**src/rtl/ifetch_queue.sv**
```systemverilog
// Byte-serial instruction fetcher: assembles 32-bit little-endian words from a
// byte-wide bus and queues them with their PCs; redirect flushes in one cycle.
module ifetch_queue #(
   parameter int                    ADDR_WIDTH = 32,
   parameter int                    IQ_DEPTH   = 8,
   parameter logic [ADDR_WIDTH-1:0] RESET_PC   = '0
) (
   input  logic                      clk_in,
   input  logic                      rst_in,
   input  logic                      rdy_in,
   input  logic [7:0]                mem_din,
   output logic [31:0]               mem_a,
   output logic                      mem_wr,
   output logic                      bus_req,
   input  logic                      bus_gnt,
   input  logic                      redirect_valid,
   input  logic [ADDR_WIDTH-1:0]     redirect_pc,
   output logic                      inst_valid,
   output logic [31:0]               inst_out,
   output logic [ADDR_WIDTH-1:0]     inst_pc,
   input  logic                      inst_ready,
   output logic [$clog2(IQ_DEPTH):0] iq_count
);

   localparam int                    PW      = $clog2(IQ_DEPTH);
   localparam logic [PW+1:0]         DEPTH_W = IQ_DEPTH[PW+1:0];
   localparam logic [ADDR_WIDTH-1:0] PC_STEP = {{(ADDR_WIDTH-3){1'b0}}, 3'd4};

   typedef enum logic [1:0] {S_IDLE, S_ISSUE, S_DRAIN} state_t;

   typedef struct packed {
      logic [31:0]           inst;
      logic [ADDR_WIDTH-1:0] pc;
   } iq_entry_t;

   state_t                state_q, state_d;
   logic [1:0]            byte_idx_q, byte_idx_d;
   logic [ADDR_WIDTH-1:0] fetch_pc_q, fetch_pc_d;
   logic [31:0]           asm_q, asm_d, asm_m;
   logic                  cap_vld_q, cap_vld_d;
   logic [1:0]            cap_lane_q, cap_lane_d;
   logic [PW-1:0]         head_q, head_d, tail_q, tail_d;
   logic [PW:0]           count_q, count_d;
   iq_entry_t             iq_q [IQ_DEPTH];

   logic                  inflight, start_ok, req, issue, redir, push, pop;
   logic [PW+1:0]         occ;
   logic [1:0]            lane;
   logic [ADDR_WIDTH-1:0] addr;

   // Request / address generation; a new instruction needs a free queue slot
   // reserved for it, counting the one currently being assembled.
   always_comb begin
      inflight = (state_q != S_IDLE);
      occ      = {1'b0, count_q} + {{(PW+1){1'b0}}, inflight};
      start_ok = (occ < DEPTH_W);
      lane     = 2'd0;
      addr     = fetch_pc_q;
      req      = 1'b0;
      case (state_q)
         S_ISSUE: begin
            req  = 1'b1;
            lane = byte_idx_q;
            addr = fetch_pc_q + {{(ADDR_WIDTH-2){1'b0}}, byte_idx_q};
         end
         S_DRAIN: begin
            req  = start_ok;
            addr = fetch_pc_q + PC_STEP;
         end
         default: req = start_ok;
      endcase
      if (rst_in || redirect_valid) req = 1'b0;
   end

   assign bus_req = req;
   assign issue   = req & bus_gnt & rdy_in;
   assign mem_a   = req ? 32'(addr) : 32'd0;
   assign mem_wr  = 1'b0;

   assign redir = rdy_in & redirect_valid;
   assign push  = rdy_in & ~redirect_valid & (state_q == S_DRAIN);
   assign pop   = rdy_in & ~redirect_valid & inst_valid & inst_ready;

   // Byte returned this cycle merged into the assembly word; a push in DRAIN
   // may take lane 3 straight from the bus.
   always_comb begin
      asm_m = asm_q;
      if (cap_vld_q) asm_m[{cap_lane_q, 3'b000} +: 8] = mem_din;
   end

   always_comb begin
      state_d    = state_q;
      byte_idx_d = byte_idx_q;
      fetch_pc_d = fetch_pc_q;
      asm_d      = redir ? asm_q : asm_m;
      cap_vld_d  = issue;
      cap_lane_d = lane;
      head_d     = head_q;
      tail_d     = tail_q;
      count_d    = count_q;
      if (redir) begin
         state_d    = S_IDLE;
         byte_idx_d = 2'd0;
         fetch_pc_d = redirect_pc;
         head_d     = '0;
         tail_d     = '0;
         count_d    = '0;
      end else if (rdy_in) begin
         case (state_q)
            S_IDLE: begin
               if (start_ok) begin
                  state_d    = S_ISSUE;
                  byte_idx_d = issue ? 2'd1 : 2'd0;
               end
            end
            S_ISSUE: begin
               if (issue) begin
                  byte_idx_d = byte_idx_q + 2'd1;
                  if (byte_idx_q == 2'd3) state_d = S_DRAIN;
               end
            end
            default: begin
               fetch_pc_d = fetch_pc_q + PC_STEP;
               state_d    = issue ? S_ISSUE : S_IDLE;
               byte_idx_d = issue ? 2'd1 : 2'd0;
            end
         endcase
         if (push) tail_d = tail_q + 1'b1;
         if (pop)  head_d = head_q + 1'b1;
         case ({push, pop})
            2'b10:   count_d = count_q + 1'b1;
            2'b01:   count_d = count_q - 1'b1;
            default: count_d = count_q;
         endcase
      end
   end

   always_ff @(posedge clk_in) begin
      if (rst_in) begin
         state_q    <= S_IDLE;
         byte_idx_q <= 2'd0;
         fetch_pc_q <= RESET_PC;
         asm_q      <= '0;
         cap_vld_q  <= 1'b0;
         cap_lane_q <= 2'd0;
         head_q     <= '0;
         tail_q     <= '0;
         count_q    <= '0;
         for (int i = 0; i < IQ_DEPTH; i++) iq_q[i] <= '0;
      end else begin
         state_q    <= state_d;
         byte_idx_q <= byte_idx_d;
         fetch_pc_q <= fetch_pc_d;
         asm_q      <= asm_d;
         cap_vld_q  <= cap_vld_d;
         cap_lane_q <= cap_lane_d;
         head_q     <= head_d;
         tail_q     <= tail_d;
         count_q    <= count_d;
         if (push) iq_q[tail_q] <= '{inst: asm_m, pc: fetch_pc_q};
      end
   end

   assign inst_valid = (count_q != '0);
   assign inst_out   = iq_q[head_q].inst;
   assign inst_pc    = iq_q[head_q].pc;
   assign iq_count   = count_q;

endmodule

```
**config.mk**
```make
export PLATFORM = sky130hd
export DESIGN_NAME = ifetch_queue
export DESIGN_NICKNAME = d
export VERILOG_FILES = /design/src/rtl/ifetch_queue.sv
export SDC_FILE = /design/constraint.sdc
export NUM_CORES = 1
export LEC_CHECK = 0
export ABC_AREA = 1
export ABC_CLOCK_PERIOD_IN_PS = 6140
export CAP_MARGIN = 20
export CORE_MARGIN = 1
export CORE_UTILIZATION = 40
export CTS_CLUSTER_DIAMETER = 40
export DETAILED_ROUTE_END_ITERATION = 16
export PLACE_DENSITY = 0.57
export SKIP_LAST_GASP = 1
export SYNTH_ARGS = -nofsm -noshare
export SYNTH_HDL_FRONTEND = slang
export SYNTH_SLANG_ARGS = --single-unit
```
**constraint.sdc**
```tcl
create_clock -name clk_in -period 6.14 [get_ports clk_in]
set_input_delay 0.921 -clock clk_in [delete_from_list [all_inputs] [get_ports clk_in]]
set_output_delay 0.921 -clock clk_in [all_outputs]
set_load 0.05 [all_outputs]
```
==> results of run 1 <==
area by class of cell:
| class | instances | area (um^2) | share of cell area, % |
|---|---|---|---|
| clock buffer | 104 | 2450 | 7.08 |
| clock inverter | 68 | 932 | 2.69 |
| inverter | 370 | 1400 | 4.05 |
| multi-input combinational | 2145 | 9770 | 28.2 |
| sequential | 596 | 17100 | 49.3 |
| tap | 950 | 1190 | 3.43 |
| timing repair buffer | 186 | 1820 | 5.26 |
metrics by stage:
stage / hold slack, ns / cell area (um^2) / instances / total power, mW / util (%)
after floorplan: 0.412 / 29100 / 3322 / 5.13 / -
after global placement: 0.431 / 31300 / 4247 / 5.42 / 43.6
after detailed placement: 0.428 / 31300 / 4247 / 5.43 / 43.6
after CTS: 0.443 / 34600 / 4419 / 11.0 / 48.3
after global routing: 0.481 / 34600 / 4419 / 11.3 / 48.3
final: 0.446 / 34600 / 4419 / 11.0 / 48.3
layer usage:
layer | routed length [um] | share of wire, % | global-route usage, % | vias to the layer above
met1 | 38900 | 45 | 32.9 | 10900
met3 | 6430 | 7.4 | 3.73 | 114
li1 | - | - | - | 11100
met2 | 39200 | 45 | 36.2 | 807
met5 | 0 | 0 | 0 | -
met4 | 1910 | 2.2 | 7.21 | 0
final timing paths:
check / to / slack, ns / start
worst max-delay path: inst_out[8] / 0.96 / register
worst min-delay path: register / 0.45 / head_q[2]
worst max register to register: iq_q[6][54] / 2.18 / state_q[0]
worst min register to register: register / 0.45 / head_q[2]
logic make-up (layout without fill, tap and decap cells):
logic type,Yosys count,count (layout),synth area share [%]
xor+xnor,13,13,0.392
fa+ha+maj,19,19,0.869
buf+inv,581,728,7.92
flops,596,596,58.7
simple gates,1484,1484,20.1
other cells,1,1,0.0129
compound gates,628,628,12.0
power breakdown:
group,total (mW),internal (mW),switching [mW]
Sequential,4.59,4.53,0.0580
Clock,5.63,3.57,2.06
Combinational,0.761,0.199,0.562
state kept, by name (all words and copies together), names as in the netlist, named ones only:
| register | cells |
|---|---|
| asm_q | 32 |
| byte_idx_q | 2 |
| cap_lane_q | 2 |
| cap_vld_q | 1 |
| fetch_pc_q | 32 |
| head_q | 3 |
| iq_count | 4 |
| iq_q | 512 |
| state_q | 2 |
| tail_q | 3 |
Yosys cell counts:
| library cell | instances | area [um^2] |
|---|---|---|
| o21ai_0 | 352 | 1760 |
| xnor2_1 | 1 | 8.76 |
| a221oi_1 | 2 | 17.5 |
| inv_1 | 334 | 1250 |
| nor2_4 | 1 | 11.3 |
| o21ai_1 | 8 | 40.0 |
| nor2_8 | 4 | 80.1 |
| a31oi_1 | 70 | 438 |
| nor2_2 | 10 | 62.6 |
| o221ai_1 | 1 | 8.76 |
| buf_2 | 53 | 265 |
| xor2_1 | 12 | 105 |
| clkbuf_1 | 136 | 510 |
| nand2_1 | 492 | 1850 |
| or2_2 | 2 | 12.5 |
| a32oi_1 | 2 | 17.5 |
| inv_2 | 17 | 63.8 |
| buf_1 | 12 | 45.0 |
| inv_4 | 1 | 6.26 |
| a21oi_1 | 97 | 485 |
| nor4_4 | 1 | 21.3 |
| conb_1 | 1 | 3.75 |
| nand2_2 | 1 | 6.26 |
| o21bai_1 | 1 | 7.51 |
| o22ai_1 | 65 | 407 |
| buf_6 | 4 | 45.0 |
| o21a_1 | 2 | 15.0 |
| clkinv_1 | 18 | 67.6 |
| nand3_1 | 95 | 475 |
| nand4_1 | 13 | 81.3 |
| ha_1 | 17 | 213 |
| fa_1 | 2 | 40.0 |
| edfxtp_1 | 512 | 15400 |
| nor2_1 | 863 | 3240 |
| o22ai_2 | 16 | 200 |
| buf_4 | 6 | 45.0 |
| nand3_2 | 1 | 10.0 |
| o211ai_1 | 12 | 90.1 |
| or2_4 | 1 | 8.76 |
| dfxtp_1 | 84 | 1680 |
==> impl_metrics.py, run 1 <==
metrics = {
    "sta": {
        "skew_ns": 0.0228,
        "finalSetupTns_ns": 0,
        "rsz0062_at_grt": "false",
        "setup_ws_ns": 0.957,
        "worstMarginPinSlew_ns": 1.03,
        "clock.fmax_mhz": 193,
        "layout_min_cycle_time_ns": 5.18,
        "drv_slew": 0,
        "setup_viol": 0,
        "min_period_over_period_pct": 84.4,
        "final-hold-violation-count": 0,
        "relSlewSlack_pct": 31.0,
    },
    "clocking": {
        "cts_buffers": 93,
        "ctsHtreeMaxLevel": 3,
        "cts_resized": 0,
        "clock_latency_ns": 0.65,
        "postCtsSetupBuffers": 0,
        "cts.clk_slew.worst_paths_ns": 0.05,
        "cts.sinks": 596,
        "cts-root-buf": "clkbuf_16",
        "cts_hold_buf": 0,
        "tritoncts": "yes",
        "ctsLongestPathBuffers": 3,
    },
    "floorplanning": {
        "rows": 98,
        "io_pins": 149,
        "dieArea_um2": 73800,
        "core_area_um2": 71700,
        "die_h_um": 272,
        "die_w_um": 272,
        "start_util_pct": 40.5,
    },
    "global_routing": {
        "track_usage_pct": 23.2,
        "grt_pass1_vias": 21600,
        "antenna_found_initial": 1,
        "grt_max_degree": 213,
        "overflow": 0,
        "grt_pass1_wl_um": 132000,
    },
    "critical_path": {
        "slowest_stage": "clkdlybuf4s50_1",
        "crit_arrival_ns": 4.26,
        "max_stage_delay_ns": 0.93,
        "path_class": "reg2out",
        "worstSetupEndpointType": "output port",
        "path_depth": 6,
        "required_ns": 5.22,
        "cp-start-kind": "register",
        "reg2reg_depth": 10,
        "crit_family": "buffers and inverters",
        "crit_buf_inv": 2,
        "path_cells": "buf_4 -> o21ai_0 -> o22ai_1 -> nor2_1 -> a31oi_1 -> clkdlybuf4s50_1",
        "critical_path.max_fanout": 73,
    },
    "synth": {
        "synthCells": 3322,
        "synth_fp_nets": 3387,
        "netlist_area_um2": 29100,
        "ys_warn_count": 0,
        "yosysSeqAreaShare_pct": 58.7,
        "synth-seq-cells": 596,
        "synth.avg_cell_area_um2": 8.75,
        "synthDistinctLibCells": 40,
    },
    "detailed_routing": {
        "remaining_drc_errors": 0,
        "wl_per_cell_um": 19.6,
        "drt-initial-drc-count": 1993,
        "vias_per_cell": 5.20,
        "vias": 23000,
        "wl_um": 86500,
        "drtPass1Iterations": 5,
        "antenna_left": 0,
    },
    "pwr": {
        "p_per_area_nw_per_um2": 317,
        "vdd_drop_max_uv": 200,
        "p_leak_nw": 14.2,
    },
    "final_layout": {
        "area_growth_syn_to_layout_pct": 19.1,
        "nets": 3457,
        "n_antenna_cell": 0,
        "nFillCells": 6756,
        "final_cell_mix": "nor2_1 (863), edfxtp_1 (512), nand2_1 (484), o21ai_0 (352), inv_1 (331)",
        "drive_gt1_share_pct": 7.73,
        "final_common_cell": "nor2_1",
    },
    "run_status": {
        "status": "completed",
    },
    "flow_run": {
        "cap_violations": 0,
    },
    "placed_design": {
        "gp_congestion": 0.868,
        "place_ws_ns": 1.64,
        "port_buffers": 147,
        "dp_hpwl_um": 50600,
    },
    "min_path": {
        "hold_class": "reg2reg",
        "hold_depth": 1,
    },
}
Note: power is estimated with default switching activity, not from simulation.
==> run 2, diff against run 1 <==
--- a/config.mk
+++ b/config.mk
@@ -6,7 +6,7 @@
 export NUM_CORES = 1
 export LEC_CHECK = 0
 export ABC_AREA = 1
-export ABC_CLOCK_PERIOD_IN_PS = 6140
+export ABC_CLOCK_PERIOD_IN_PS = 5410
 export CAP_MARGIN = 20
 export CORE_MARGIN = 1
 export CORE_UTILIZATION = 40
==> constraint.sdc (replaced) <==
create_clock -name clk_in -period 5.41 [get_ports clk_in]
set_input_delay 0.8115 -clock clk_in [delete_from_list [all_inputs] [get_ports clk_in]]
set_output_delay 0.8115 -clock clk_in [all_outputs]
set_load 0.05 [all_outputs]
==> run 2 against run 1 <==
Sequential share of layout area rose by 0.16 points. Critical path depth unchanged. Wire length rose by 4.0%. Cell area is 0.31% lower. Worst hold slack better by 0.014 ns. Sequential power grew 14%. Via count rose by 1.7%. Utilization fell by 0.15 points. Register-to-register slack lost 0.23 ns. Largest cell class unchanged. Highest routed layer unchanged.
==> impl_metrics.py, run 2 (synthesis results as in run 1) <==
metrics = {
    "run_status": {
        "status": "completed",
    },
    "critical_path": {
        "path_class": "reg2out",
        "cp-start-kind": "register",
        "required_ns": 4.60,
        "worstSetupEndpointType": "output port",
        "crit_arrival_ns": 3.69,
        "critical_path.max_fanout": 99,
    },
    "final_layout": {
        "largest_reg_flops": 512,
        "largestRegisters": "iq_q (512), asm_q (32), fetch_pc_q (32)",
        "drive_gt1_share_pct": 7.66,
        "area_growth_syn_to_layout_pct": 18.8,
        "final_common_cell": "nor2_1",
        "nets": 3466,
        "layoutNonFillerInstCount": 4424,
        "nFillCells": 6769,
        "final_cell_mix": "nor2_1 (863), edfxtp_1 (512), nand2_1 (484), o21ai_0 (352), inv_1 (331)",
        "final_cell_area_um2": 34500,
        "n_antenna_cell": 0,
        "largest_register": "iq_q",
    },
    "floorplanning": {
        "die_w_um": 272,
        "die_h_um": 272,
        "core_area_um2": 71700,
        "rows": 98,
        "dieArea_um2": 73800,
        "io_pins": 149,
        "start_util_pct": 40.5,
    },
    "pwr": {
        "p_leak_nw": 14.2,
        "total_power_mw": 12.1,
        "p_per_area_nw_per_um2": 351,
        "vdd_drop_max_uv": 198,
    },
    "detailed_routing": {
        "vias": 23400,
        "antenna_left": 0,
        "drtPass1Iterations": 5,
        "wl_um": 89900,
        "wl_per_cell_um": 20.3,
        "vias_per_cell": 5.28,
        "remaining_drc_errors": 0,
        "drt-initial-drc-count": 1864,
    },
    "sta": {
        "setup_ws_ns": 0.907,
        "min_period_over_period_pct": 83.2,
        "rsz0062_at_grt": "false",
        "drv_slew": 0,
        "relSlewSlack_pct": 32.4,
        "finalSetupTns_ns": 0,
        "clock.fmax_mhz": 222,
        "worstMarginPinSlew_ns": 1.01,
        "final-hold-violation-count": 0,
        "skew_ns": 0.0261,
        "setup_viol": 0,
        "layout_min_cycle_time_ns": 4.50,
    },
    "clocking": {
        "cts_hold_buf": 0,
        "cts.clk_slew.worst_paths_ns": 0.05,
        "cts-root-buf": "clkbuf_16",
        "ctsLongestPathBuffers": 3,
        "cts_buffers": 93,
        "ctsHtreeMaxLevel": 3,
        "cts.sinks": 596,
        "tritoncts": "yes",
        "cts_resized": 0,
        "postCtsSetupBuffers": 0,
        "clock_latency_ns": 0.62,
    },
    "placed_design": {
        "dp.cells": 4256,
        "port_buffers": 147,
        "dp_hpwl_um": 51000,
        "place_ws_ns": 1.10,
        "dpl_cell_area_um2": 31400,
        "gp_congestion": 0.888,
    },
    "global_routing": {
        "track_usage_pct": 24.2,
        "antenna_found_initial": 2,
        "grt_pass1_wl_um": 135000,
        "met2_usage_pct": 37.7,
        "overflow": 0,
        "met1_usage_pct": 34.2,
        "grt_pass1_vias": 22000,
        "grt_max_degree": 197,
        "top_usage_layer": "met2",
        "grt_util_met3_pct": 4.05,
    },
    "min_path": {
        "hold_class": "reg2reg",
    },
    "flow_run": {
        "cap_violations": 0,
    },
}
## run 2: through the flow
step | util (%) | hold slack [ns]
after floorplan | - | 0.412
after global placement | 43.8 | 0.432
after detailed placement | 43.8 | 0.437
after CTS | 48.1 | 0.456
after global routing | 48.1 | 0.505
final | 48.1 | 0.460
## run 2: cell type report
type | instances | area (um^2) | share of cell area (%)
multi-input cells | 2145 | 9770 | 28.3
clock buffers | 105 | 2490 | 7.21
well taps | 950 | 1190 | 3.44
clock inverters | 63 | 654 | 1.90
inverters | 370 | 1400 | 4.07
flip-flops and latches | 596 | 17100 | 49.4
repair buffers | 195 | 1950 | 5.65
## run 2: path summary, 6_finish.rpt
check	from	to	slack, ns	cells after the start
worst min-delay path	head_q[2]	head_q[2]	0.46	1
worst min register to register	head_q[2]	head_q[2]	0.46	1
worst max-delay path	register	inst_out[6]	0.91	6
worst max register to register	state_q[0]	iq_q[4][59]	1.95	10
## run 2: layer usage
layer | part of all wire [%] | vias to the layer above
met1 | 44 | 11200
met3 | 7.8 | 148
li1 | - | 11100
met2 | 45 | 929
met4 | 2.5 | 0
met5 | 0 | -
## run 2: critical path, cell delays in order (launching register included)
cell and delay (ns):
dfxtp_4 0.64, buf_12 0.39, o21ai_0 0.19, o22ai_1 0.22
nor2_1 0.06, a31oi_1 0.43, clkdlybuf4s50_1 0.90
## run 2: report_power, final
group | switching (mW) | internal, mW | total (mW) | leakage [nW]
Combinational | 0.644 | 0.230 | 0.874 | 6.65
Clock | 2.20 | 3.83 | 6.03 | 1.53
Sequential | 0.0640 | 5.14 | 5.21 | 5.98
